`src/rtl/maxpool_pkg.sv`:
```
// Shared definitions for the max-pool engine: FSM state encoding, default
// widths and a signed max helper that both the datapath and bench models use.
package maxpool_pkg;

    localparam int DATA_W_DEF = 16;
    localparam int ADDR_W_DEF = 19;
    // Width the max helper works at; callers sign-extend narrower samples.
    localparam int MAX_W      = 32;

    typedef enum logic [1:0] {
        ST_IDLE  = 2'd0,
        ST_ACCUM = 2'd1,
        ST_DRAIN = 2'd2,
        ST_DONE  = 2'd3
    } state_t;

    // Signed maximum; on a tie the first operand is returned.
    function automatic logic signed [MAX_W-1:0] smax(
        input logic signed [MAX_W-1:0] a,
        input logic signed [MAX_W-1:0] b
    );
        return (b > a) ? b : a;
    endfunction

endpackage

```
`src/rtl/maxpool_outq.sv`:
```
// 2-entry synchronous FIFO for pooled results.
// Entries shift toward slot 0 on pop so the head is always a plain register,
// which keeps the downstream address/data outputs glitch-free and stable
// while the consumer stalls.
// Ports:
//   i_clk, i_reset  clock, synchronous active-high reset
//   i_flush         empty the queue (wins over push/pop)
//   i_push, i_din   enqueue one entry
//   i_pop           dequeue the head (ignored when empty)
//   o_head          head entry
//   o_count         number of valid entries (0..2)
module maxpool_outq #(
    parameter int W = 35
) (
    input  logic         i_clk,
    input  logic         i_reset,
    input  logic         i_flush,
    input  logic         i_push,
    input  logic [W-1:0] i_din,
    input  logic         i_pop,
    output logic [W-1:0] o_head,
    output logic [1:0]   o_count
);

    logic [W-1:0] r_e0;
    logic [W-1:0] r_e1;
    logic [1:0]   r_count;
    logic         w_pop;
    logic         w_push;

    assign w_pop   = i_pop && (r_count != 2'd0);
    // A full queue only takes a push when it is popping the same cycle.
    assign w_push  = i_push && ((r_count != 2'd2) || w_pop);
    assign o_head  = r_e0;
    assign o_count = r_count;

    always_ff @(posedge i_clk) begin
        if (i_reset) begin
            r_e0    <= '0;
            r_e1    <= '0;
            r_count <= 2'd0;
        end else if (i_flush) begin
            r_count <= 2'd0;
        end else begin
            case ({w_push, w_pop})
                2'b11: begin
                    if (r_count == 2'd1) begin
                        r_e0 <= i_din;
                    end else begin
                        r_e0 <= r_e1;
                        r_e1 <= i_din;
                    end
                end
                2'b01: begin
                    r_e0    <= r_e1;
                    r_count <= r_count - 2'd1;
                end
                2'b10: begin
                    if (r_count == 2'd0) r_e0 <= i_din;
                    else                 r_e1 <= i_din;
                    r_count <= r_count + 2'd1;
                end
                default: ;
            endcase
        end
    end

endmodule

```
`src/rtl/maxpool_reduce.sv`:
```
// Max-pool reduction stage: folds each patch of the incoming read-data stream
// to its signed maximum (optionally ReLU-clamped) and writes one result per
// patch to the pooled-output memory through a 2-entry queue.
// Ports:
//   i_clk, i_reset            clock, synchronous active-high reset
//   i_maxpool_enable          frame enable; low returns to IDLE and flushes
//   i_out_base                pooled-map base address, latched at frame start
//   i_sample_valid/_data/_last  sample stream, accepted when o_in_ready
//   i_frame_done              end of frame pulse
//   o_wr_en/i_wr_ready        output write handshake
//   o_wr_addr/o_wr_data       queue head
//   o_patch_count             results pushed this frame
//   o_pool_done               frame complete and drained
//   o_partial_err             sticky: frame ended mid-patch
module maxpool_reduce
    import maxpool_pkg::*;
#(
    parameter int DATA_W = DATA_W_DEF,
    parameter int ADDR_W = ADDR_W_DEF,
    parameter int RELU   = 0
) (
    input  logic              i_clk,
    input  logic              i_reset,
    input  logic              i_maxpool_enable,
    input  logic [ADDR_W-1:0] i_out_base,
    input  logic              i_sample_valid,
    input  logic [DATA_W-1:0] i_sample_data,
    input  logic              i_sample_last,
    input  logic              i_frame_done,
    output logic              o_in_ready,
    output logic              o_wr_en,
    input  logic              i_wr_ready,
    output logic [ADDR_W-1:0] o_wr_addr,
    output logic [DATA_W-1:0] o_wr_data,
    output logic [ADDR_W-1:0] o_patch_count,
    output logic              o_pool_done,
    output logic              o_partial_err
);

    localparam int EXT = MAX_W - DATA_W;
    localparam int QW  = ADDR_W + DATA_W;

    state_t                   r_state;
    state_t                   w_state_nxt;
    logic [DATA_W-1:0]        r_acc;
    logic                     r_acc_valid;
    logic [ADDR_W-1:0]        r_wr_ptr;
    logic [ADDR_W-1:0]        r_patch_count;
    logic                     r_partial_err;

    logic [1:0]               w_q_count;
    logic [QW-1:0]            w_q_head;
    logic                     w_accept;
    logic                     w_push;
    logic                     w_pop;
    logic                     w_flush;
    logic                     w_acc_wins;
    logic                     w_acc_valid_after;
    logic                     w_drained;
    logic signed [MAX_W-1:0]  w_acc_ext;
    logic signed [MAX_W-1:0]  w_smp_ext;
    logic [DATA_W-1:0]        w_cand;
    logic [DATA_W-1:0]        w_result;

    assign o_in_ready = (r_state == ST_ACCUM) && (w_q_count < 2'd2);
    assign w_accept   = i_sample_valid && o_in_ready;
    assign w_push     = w_accept && i_sample_last && i_maxpool_enable;
    assign o_wr_en    = (w_q_count != 2'd0);
    assign w_pop      = o_wr_en && i_wr_ready;
    // Queue is emptied whenever the frame is not running, and on the edge
    // that starts a new frame.
    assign w_flush    = (r_state == ST_IDLE) || !i_maxpool_enable;

    assign w_acc_ext  = {{EXT{r_acc[DATA_W-1]}}, r_acc};
    assign w_smp_ext  = {{EXT{i_sample_data[DATA_W-1]}}, i_sample_data};
    assign w_acc_wins = (smax(w_acc_ext, w_smp_ext) == w_acc_ext);
    assign w_cand     = (r_acc_valid && w_acc_wins) ? r_acc : i_sample_data;
    assign w_result   = ((RELU != 0) && w_cand[DATA_W-1]) ? '0 : w_cand;

    // Patch still open once this cycle's sample (if any) is folded in.
    assign w_acc_valid_after = w_accept ? !i_sample_last : r_acc_valid;
    // Queue empty after this edge; DRAIN never pushes.
    assign w_drained = (w_q_count == 2'd0) || ((w_q_count == 2'd1) && w_pop);

    assign o_wr_addr     = w_q_head[QW-1:DATA_W];
    assign o_wr_data     = w_q_head[DATA_W-1:0];
    assign o_patch_count = r_patch_count;
    assign o_pool_done   = (r_state == ST_DONE);
    assign o_partial_err = r_partial_err;

    maxpool_outq #(.W(QW)) u_outq (
        .i_clk   (i_clk),
        .i_reset (i_reset),
        .i_flush (w_flush),
        .i_push  (w_push),
        .i_din   ({r_wr_ptr, w_result}),
        .i_pop   (w_pop),
        .o_head  (w_q_head),
        .o_count (w_q_count)
    );

    always_comb begin
        w_state_nxt = r_state;
        if (!i_maxpool_enable) begin
            w_state_nxt = ST_IDLE;
        end else begin
            case (r_state)
                ST_IDLE:  w_state_nxt = ST_ACCUM;
                ST_ACCUM: if (i_frame_done) w_state_nxt = ST_DRAIN;
                ST_DRAIN: if (w_drained)    w_state_nxt = ST_DONE;
                default:  w_state_nxt = r_state;
            endcase
        end
    end

    always_ff @(posedge i_clk) begin
        if (i_reset) begin
            r_state       <= ST_IDLE;
            r_acc         <= '0;
            r_acc_valid   <= 1'b0;
            r_wr_ptr      <= '0;
            r_patch_count <= '0;
            r_partial_err <= 1'b0;
        end else begin
            r_state <= w_state_nxt;
            if (!i_maxpool_enable) begin
                r_acc_valid <= 1'b0;
            end else if (r_state == ST_IDLE) begin
                r_wr_ptr      <= i_out_base;
                r_patch_count <= '0;
                r_acc_valid   <= 1'b0;
                r_partial_err <= 1'b0;
            end else if (r_state == ST_ACCUM) begin
                if (w_accept) begin
                    if (i_sample_last) begin
                        r_wr_ptr      <= r_wr_ptr + 1'b1;
                        r_patch_count <= r_patch_count + 1'b1;
                        r_acc_valid   <= 1'b0;
                    end else begin
                        r_acc       <= w_cand;
                        r_acc_valid <= 1'b1;
                    end
                end
                // Frame end drops any open patch after this cycle's sample.
                if (i_frame_done) begin
                    if (w_acc_valid_after) r_partial_err <= 1'b1;
                    r_acc_valid <= 1'b0;
                end
            end
        end
    end

endmodule

```
`config.mk`:
```
export PLATFORM = sky130hd
export DESIGN_NAME = maxpool_reduce
export DESIGN_NICKNAME = d
export VERILOG_FILES = /design/src/rtl/maxpool_pkg.sv /design/src/rtl/maxpool_outq.sv /design/src/rtl/maxpool_reduce.sv
export SDC_FILE = /design/constraint.sdc
export NUM_CORES = 1
export LEC_CHECK = 0
export BUFFER_PORTS_ARGS = -buffer_cell sky130_fd_sc_hd__buf_2
export CAP_MARGIN = 20
export CORE_ASPECT_RATIO = 1.2
export CORE_MARGIN = 10
export CORE_UTILIZATION = 60
export CTS_BUF_LIST = sky130_fd_sc_hd__clkbuf_4 sky130_fd_sc_hd__clkbuf_8 sky130_fd_sc_hd__clkbuf_16
export CTS_CLUSTER_SIZE = 8
export DETAILED_ROUTE_END_ITERATION = 7
export PLACE_DENSITY = 0.83
export REMOVE_ABC_BUFFERS = 1
export SKIP_LAST_GASP = 1
export SLEW_MARGIN = 10
export SYNTH_ARGS = -nofsm -noshare
export SYNTH_HDL_FRONTEND = slang
export SYNTH_SLANG_ARGS = --single-unit
```
`constraint.sdc`:
```
create_clock -name i_clk -period 5.5 [get_ports i_clk]
set_input_delay 1.375 -clock i_clk [delete_from_list [all_inputs] [get_ports i_clk]]
set_output_delay 1.375 -clock i_clk [all_outputs]
set_load 0.005 [all_outputs]
```
# Word level (Yosys, flattened, before mapping)
# Index checks and enable logic that the tools add are counted.
# op_classes
bitwise,4
n_eq_ne,14
magnitude_cmp,2
n_mux,28
reduce_logical,37
n_shift,0
addsub,4
multipliers,0
n_div,0
# ops
op,count
19-bit two-way mux,8
35-bit two-way mux,4
35-bit case mux with 3 select lines,1
35-bit case mux with 2 select lines,1
"19-bit by 1-bit adder with 19-bit output, second input constant",2
32-bit by 16-bit equality test with 1-bit output,1
32-bit two-way mux,1
2-bit nonzero test,9
16-bit > comparator,1
16-bit two-way mux,1
"2-bit != test, second input constant",6
4-bit AND reduction,3
1-bit logical AND,9
"2-bit equality test, second input constant",4
1-bit two-way mux,8
"2-bit by 1-bit equality test with 1-bit output, second input constant",3
2-bit case mux with 3 select lines,1
3-bit AND reduction,2
3-bit nonzero test,2
5-bit AND reduction,1
2-bit logical NOT,2
2-bit two-way mux,2
1-bit NOT,4
2-bit case mux with 2 select lines,1
other kinds (8),12
# word_totals
output_inout_bits,58
rom_bits,0
word_cells,98
ramBits,0
memories,0
latchBits,0
ff_bits,130
in_bits,42

# Longest topological paths before layout
# depth
word_depth,9
ltp_mapped,11
mapped_depth_nobuf,9

# Cells and area by module
# A second synthesis with hierarchy kept.
# unflattened
cells_unflattened,827
area_unflattened_um2,6911.6
# by_module_without_submodules
mod,instances,seq_area_each_um2,cells_each,area_each_um2
maxpool_reduce,1,1161.1,456,3754.9
maxpool_outq,1,1441.4,371,3156.8

# Worst setup path before layout
# Ideal clock, no wire load.
# synth_path
path_kind,in2reg
start,in i_sample_data[15]
end,"reg u_outq.r_e0[10], in the netlist u_outq.o_head[10]"
path_buffers,2
t_arrival_ns,3.276
t_required_ns,5.382
cell_stages,10
setup_ns,0.118
setup_slack_ns,2.106
path_cell_list,ha_1 > and4_1 > nand4_1 > a21o_1 > and4_4 > or4_1 > buf_2 > buf_6 > o221ai_1 > nand2_1
# synth_via
elab_chain_cells,7
word_cells_on_any_way,8
classes_between,1 x order compare; 1 x eq/ne; 5 x mux; 1 x reduce/logical
# synth_rtl
item,line,source
"start, declared",maxpool_reduce.sv:27,"input logic [DATA_W-1:0] i_sample_data,"
16-bit > comparator,maxpool_pkg.sv:22,return (b > a) ? b : a;
32-bit two-way mux (*),maxpool_pkg.sv:22,
32-bit by 16-bit equality test with 1-bit output (*),maxpool_reduce.sv:76,"assign w_acc_wins = (smax(w_acc_ext, w_smp_ext) == w_acc_ext);"
1-bit logical AND (*),maxpool_reduce.sv:77,assign w_cand = (r_acc_valid && w_acc_wins) ? r_acc : i_sample_data;
16-bit two-way mux (*),maxpool_reduce.sv:77,
"35-bit two-way mux, on equally long branches","maxpool_outq.sv:59, maxpool_outq.sv:47",
35-bit case mux with 3 select lines (*),maxpool_outq.sv:45,"case ({w_push, w_pop})"
"end signal, assigned",maxpool_outq.sv:48,r_e0 <= i_din;
"end signal, assigned",maxpool_outq.sv:50,r_e0 <= r_e1;
"end signal, assigned",maxpool_outq.sv:59,if (r_count == 2'd0) r_e0 <= i_din;
"end, declared",maxpool_outq.sv:25,logic [W-1:0] r_e0;
# Mark *: on every way between the ends. The rest lies on a longest branch, timed or not. The select of a mux whose other input is x is not followed.
# A chain may end at the register's enable or synchronous reset.

# Worst setup path after layout
# layout_path
start,in i_sample_data[15]
end,reg r_acc[10]
# layout_via
elab_chain_cells,5
# layout_rtl
item,line,source
16-bit > comparator,maxpool_pkg.sv:22,
32-bit two-way mux (*),maxpool_pkg.sv:22,
32-bit by 16-bit equality test with 1-bit output (*),maxpool_reduce.sv:76,
1-bit logical AND (*),maxpool_reduce.sv:77,
16-bit two-way mux (*),maxpool_reduce.sv:77,
"end signal, assigned",maxpool_reduce.sv:140,r_acc <= w_cand;
"end, declared",maxpool_reduce.sv:45,logic [DATA_W-1:0] r_acc;
# Mark *: on every way between the ends. The rest lies on a longest branch, timed or not.

==> impl_metrics.py <==
metrics = {
    "outcome": {
        "outcome": "finished, final reports clean",
    },
    "critical_path": {
        "reg2reg_slack_ns": 2.41,
        "critPathArrivalTime_ns": 4.03,
        "worstReg2RegEnd": "u_outq.r_e1[15]",
        "r2r-start": "r_state[1]",
        "worst_r2r_path_depth": 9,
        "crit_type": "in2reg",
        "worstPathRequired_ns": 5.83,
        "cp_max_fo": 16,
        "end_kind": "flip-flop",
        "critPathLaunchType": "input port",
    },
    "synthesis": {
        "async_flop_share_pct": 0,
        "syn_area_sq_um": 6872,
        "synth_top_cell_area_share_pct": 37.87,
        "synthCells": 879,
        "yosys.area.top_type": "dfxtp_1",
        "yosys-top-cells-area": "dfxtp_1 38%, nand2_1 7.6%, nor2_1 6.0%",
        "ys_types": 59,
        "synth_common_cells": "140 x nand2_1, 130 x dfxtp_1, 109 x nor2_1, 55 x nor3_1, 52 x a21oi_1",
        "seq_area_frac_synth_pct": 37.87,
        "ys_seq_elements": 130,
        "synth_ff_type": "dfxtp_1",
        "yosys_warnings": 0,
        "synth_most_common_cell": "nand2_1",
        "synth-edff-count": 0,
        "syn_avg_cell_area_sq_um": 7.818,
    },
    "placed_design": {
        "dp_cells": 1083,
        "dpl.hpwl_um": 12060,
        "pre_cts_ws_ns": 1.430,
        "placed_area_sq_um": 7422,
        "port_buffers": 99,
        "routabilityCongestion": 0.9374,
    },
    "die": {
        "ioPinCount": 100,
        "die-area_sq_um": 16150,
        "dieWidth_um": 117.7,
        "die_h_um": 137.2,
        "core_area_sq_um": 11140,
        "row_count": 42,
        "initial_core_util_pct": 61.68,
    },
    "sta": {
        "setup_viol": 0,
        "max_freq_mhz": 270.8,
        "setup_slack_ns": 1.807,
        "drv_slew": 0,
        "finalHoldViolations": 0,
        "fin_skew_ns": 0.01117,
        "final.min_clock_period_ns": 3.693,
        "fin_crit_sh_pct": 67.14,
        "tightestPinTransition_ns": 0.6753,
        "fin_tns_setup_ns": 0,
        "rsz0062_at_grt": "no",
        "slew_headroom_pct": 54.98,
    },
    "cells_and_area": {
        "syn2layout_area_growth_pct": 17.17,
        "final_nets": 1017,
        "fillers": 920,
        "final_cell_count_no_fill": 1116,
        "fin_util_pct": 72.27,
        "regArea_sq_um": 2603,
        "fin_area_sq_um": 8051,
        "drive_gt1_share_pct": 16.42,
        "multiInputGateArea_sq_um": 3919,
        "antennaDiodeCount": 0,
    },
    "global_route": {
        "grt_use_total_pct": 21.95,
        "grt_pass1_vias": 6193,
        "antenna_found_initial": 0,
        "grt_pass1_wl_um": 29880,
        "gr-total-overflow": 0,
        "grt_max_degree": 73,
    },
    "cts": {
        "cts.sinks": 130,
        "clkTransAtPathRegs_ns": 0.06,
        "clock_latency_ns": 0.41,
        "cts_resized": 0,
        "root_buffer": "clkbuf_16",
        "cts_made_buffers": 17,
        "post_cts_buffers": 0,
        "cts_buffer_depth": 2,
        "h-tree-depth": 4,
        "cts_tree": "yes",
        "postCtsHoldBufs": 0,
    },
    "pwr": {
        "power_density_nw_per_um2": 290.3,
        "power.leakage_uw": 0.003086,
        "vdd_drop_max_mv": 0.2356,
    },
    "route": {
        "via_per_inst": 5.901,
        "firstDrtPassIters": 8,
        "drc": 0,
        "ant_nets": 0,
        "vias": 6585,
        "drt-total-wl_um": 18120,
        "wl_per_cell_um": 16.24,
        "drtIter0Drc": 573,
    },
    "flow_run": {
        "drv_cap": 0,
    },
    "min_path": {
        "min_to": "u_outq.o_head[1]",
        "hold_path_depth": 2,
        "hp-class": "reg2reg",
        "hp-start": "u_outq.o_head[1]",
    },
}
## cell usage in the layout, fill, tap and decap left out, types with 4 or more instances in the layout
cell        Yosys  final
nand3_1        10     10
and3_1         10     10
nand2b_1       42     42
nor2b_1         4      4
a21oi_1        52     52
xor2_1         27     27
nand2_1       140    140
inv_1          25     25
clkinvlp_4      0      5
clkbuf_16       0     17
buf_2           8     98
a22oi_1         6      6
nor2_1        109    108
a211oi_1       10     10
a311oi_1       19     19
ha_1           26     25
o221ai_1       16     16
o31ai_1         8      8
or3_1           8      8
nor4_1         11     11
a2111oi_1       8      8
mux2i_1        18     18
nor3b_1         6      6
o21ai_0        25     25
nand4_1        12     12
nor3_1         55     55
buf_4           1     17
dfxtp_1       130    130
## stage by stage
stage / power (uW) / hold slack, ns
after detailed placement: 1176 / 0.4247
after global placement: 1171 / 0.4194
after global routing: 2419 / 0.4483
after floorplan: 1099 / 0.4305
after CTS: 2348 / 0.4343
final: 2338 / 0.4315
## worst max-delay path, stage by stage
cell and delay, ns:
buf_2 0.14, ha_1 0.32, and4_1 0.26, nand4_1 0.13, a21o_1 0.19, and4_4 0.19, o31ai_4 0.55, nor4b_4 0.31
buf_4 0.32, mux2i_1 0.23
## logic make-up (layout without fill, tap and decap cells)
logic type / Yosys count / count (layout) / synth area share [%]
simple gates: 419 / 419 / 28.91
compound gates: 168 / 168 / 16.90
flops: 130 / 130 / 37.87
buf+inv: 90 / 173 / 5.390
xor+xnor: 28 / 28 / 3.569
fa+ha+maj: 26 / 26 / 4.734
mux: 18 / 18 / 2.622
## flip-flops by register name (all words and copies together), names as in the netlist
signal / flops
o_partial_err: 1
o_patch_count: 19
r_acc: 16
r_acc_valid: 1
r_state: 2
r_wr_ptr: 19
u_outq.o_count: 2
u_outq.o_head: 35
u_outq.r_e1: 35
## area by class of cell
cell class,count,area share (%)
Sequential cell,130,32.32
Tap cell,154,2.393
Timing Repair Buffer,115,7.677
Clock buffer,20,5.796
Multi-Input combinational cell,659,48.67
Inverter,26,1.212
Clock inverter,12,1.927
## power by group
group | leakage (uW) | switching (uW) | internal (uW)
registers | 0.00105 | 22.5 | 957
clock network | 0.000291 | 426 | 749
logic | 0.00175 | 116 | 67.1
## routing by layer
metal,up-vias,track usage (%),part of all wire [%]
met3,20,5.528,6.9
li1,3219,-,-
met1,3090,26.01,43
met5,-,0,0
met2,256,38.02,49
met4,0,7.772,1.2
## how the worst max path moves through the flow
stage / from / end / depth (start not counted)
2_1_floorplan: i_sample_data[15] / r_acc[0] / 8
3_3_place_gp: i_sample_data[15] / r_acc[13] / 10
3_5_place_dp: i_sample_data[15] / r_acc[10] / 10
4_1_cts: i_sample_data[15] / r_acc[4] / 10
5_1_grt: i_sample_data[15] / r_acc[7] / 10
6_report: i_sample_data[15] / r_acc[10] / 10
Power figures use the tool's default switching activity.
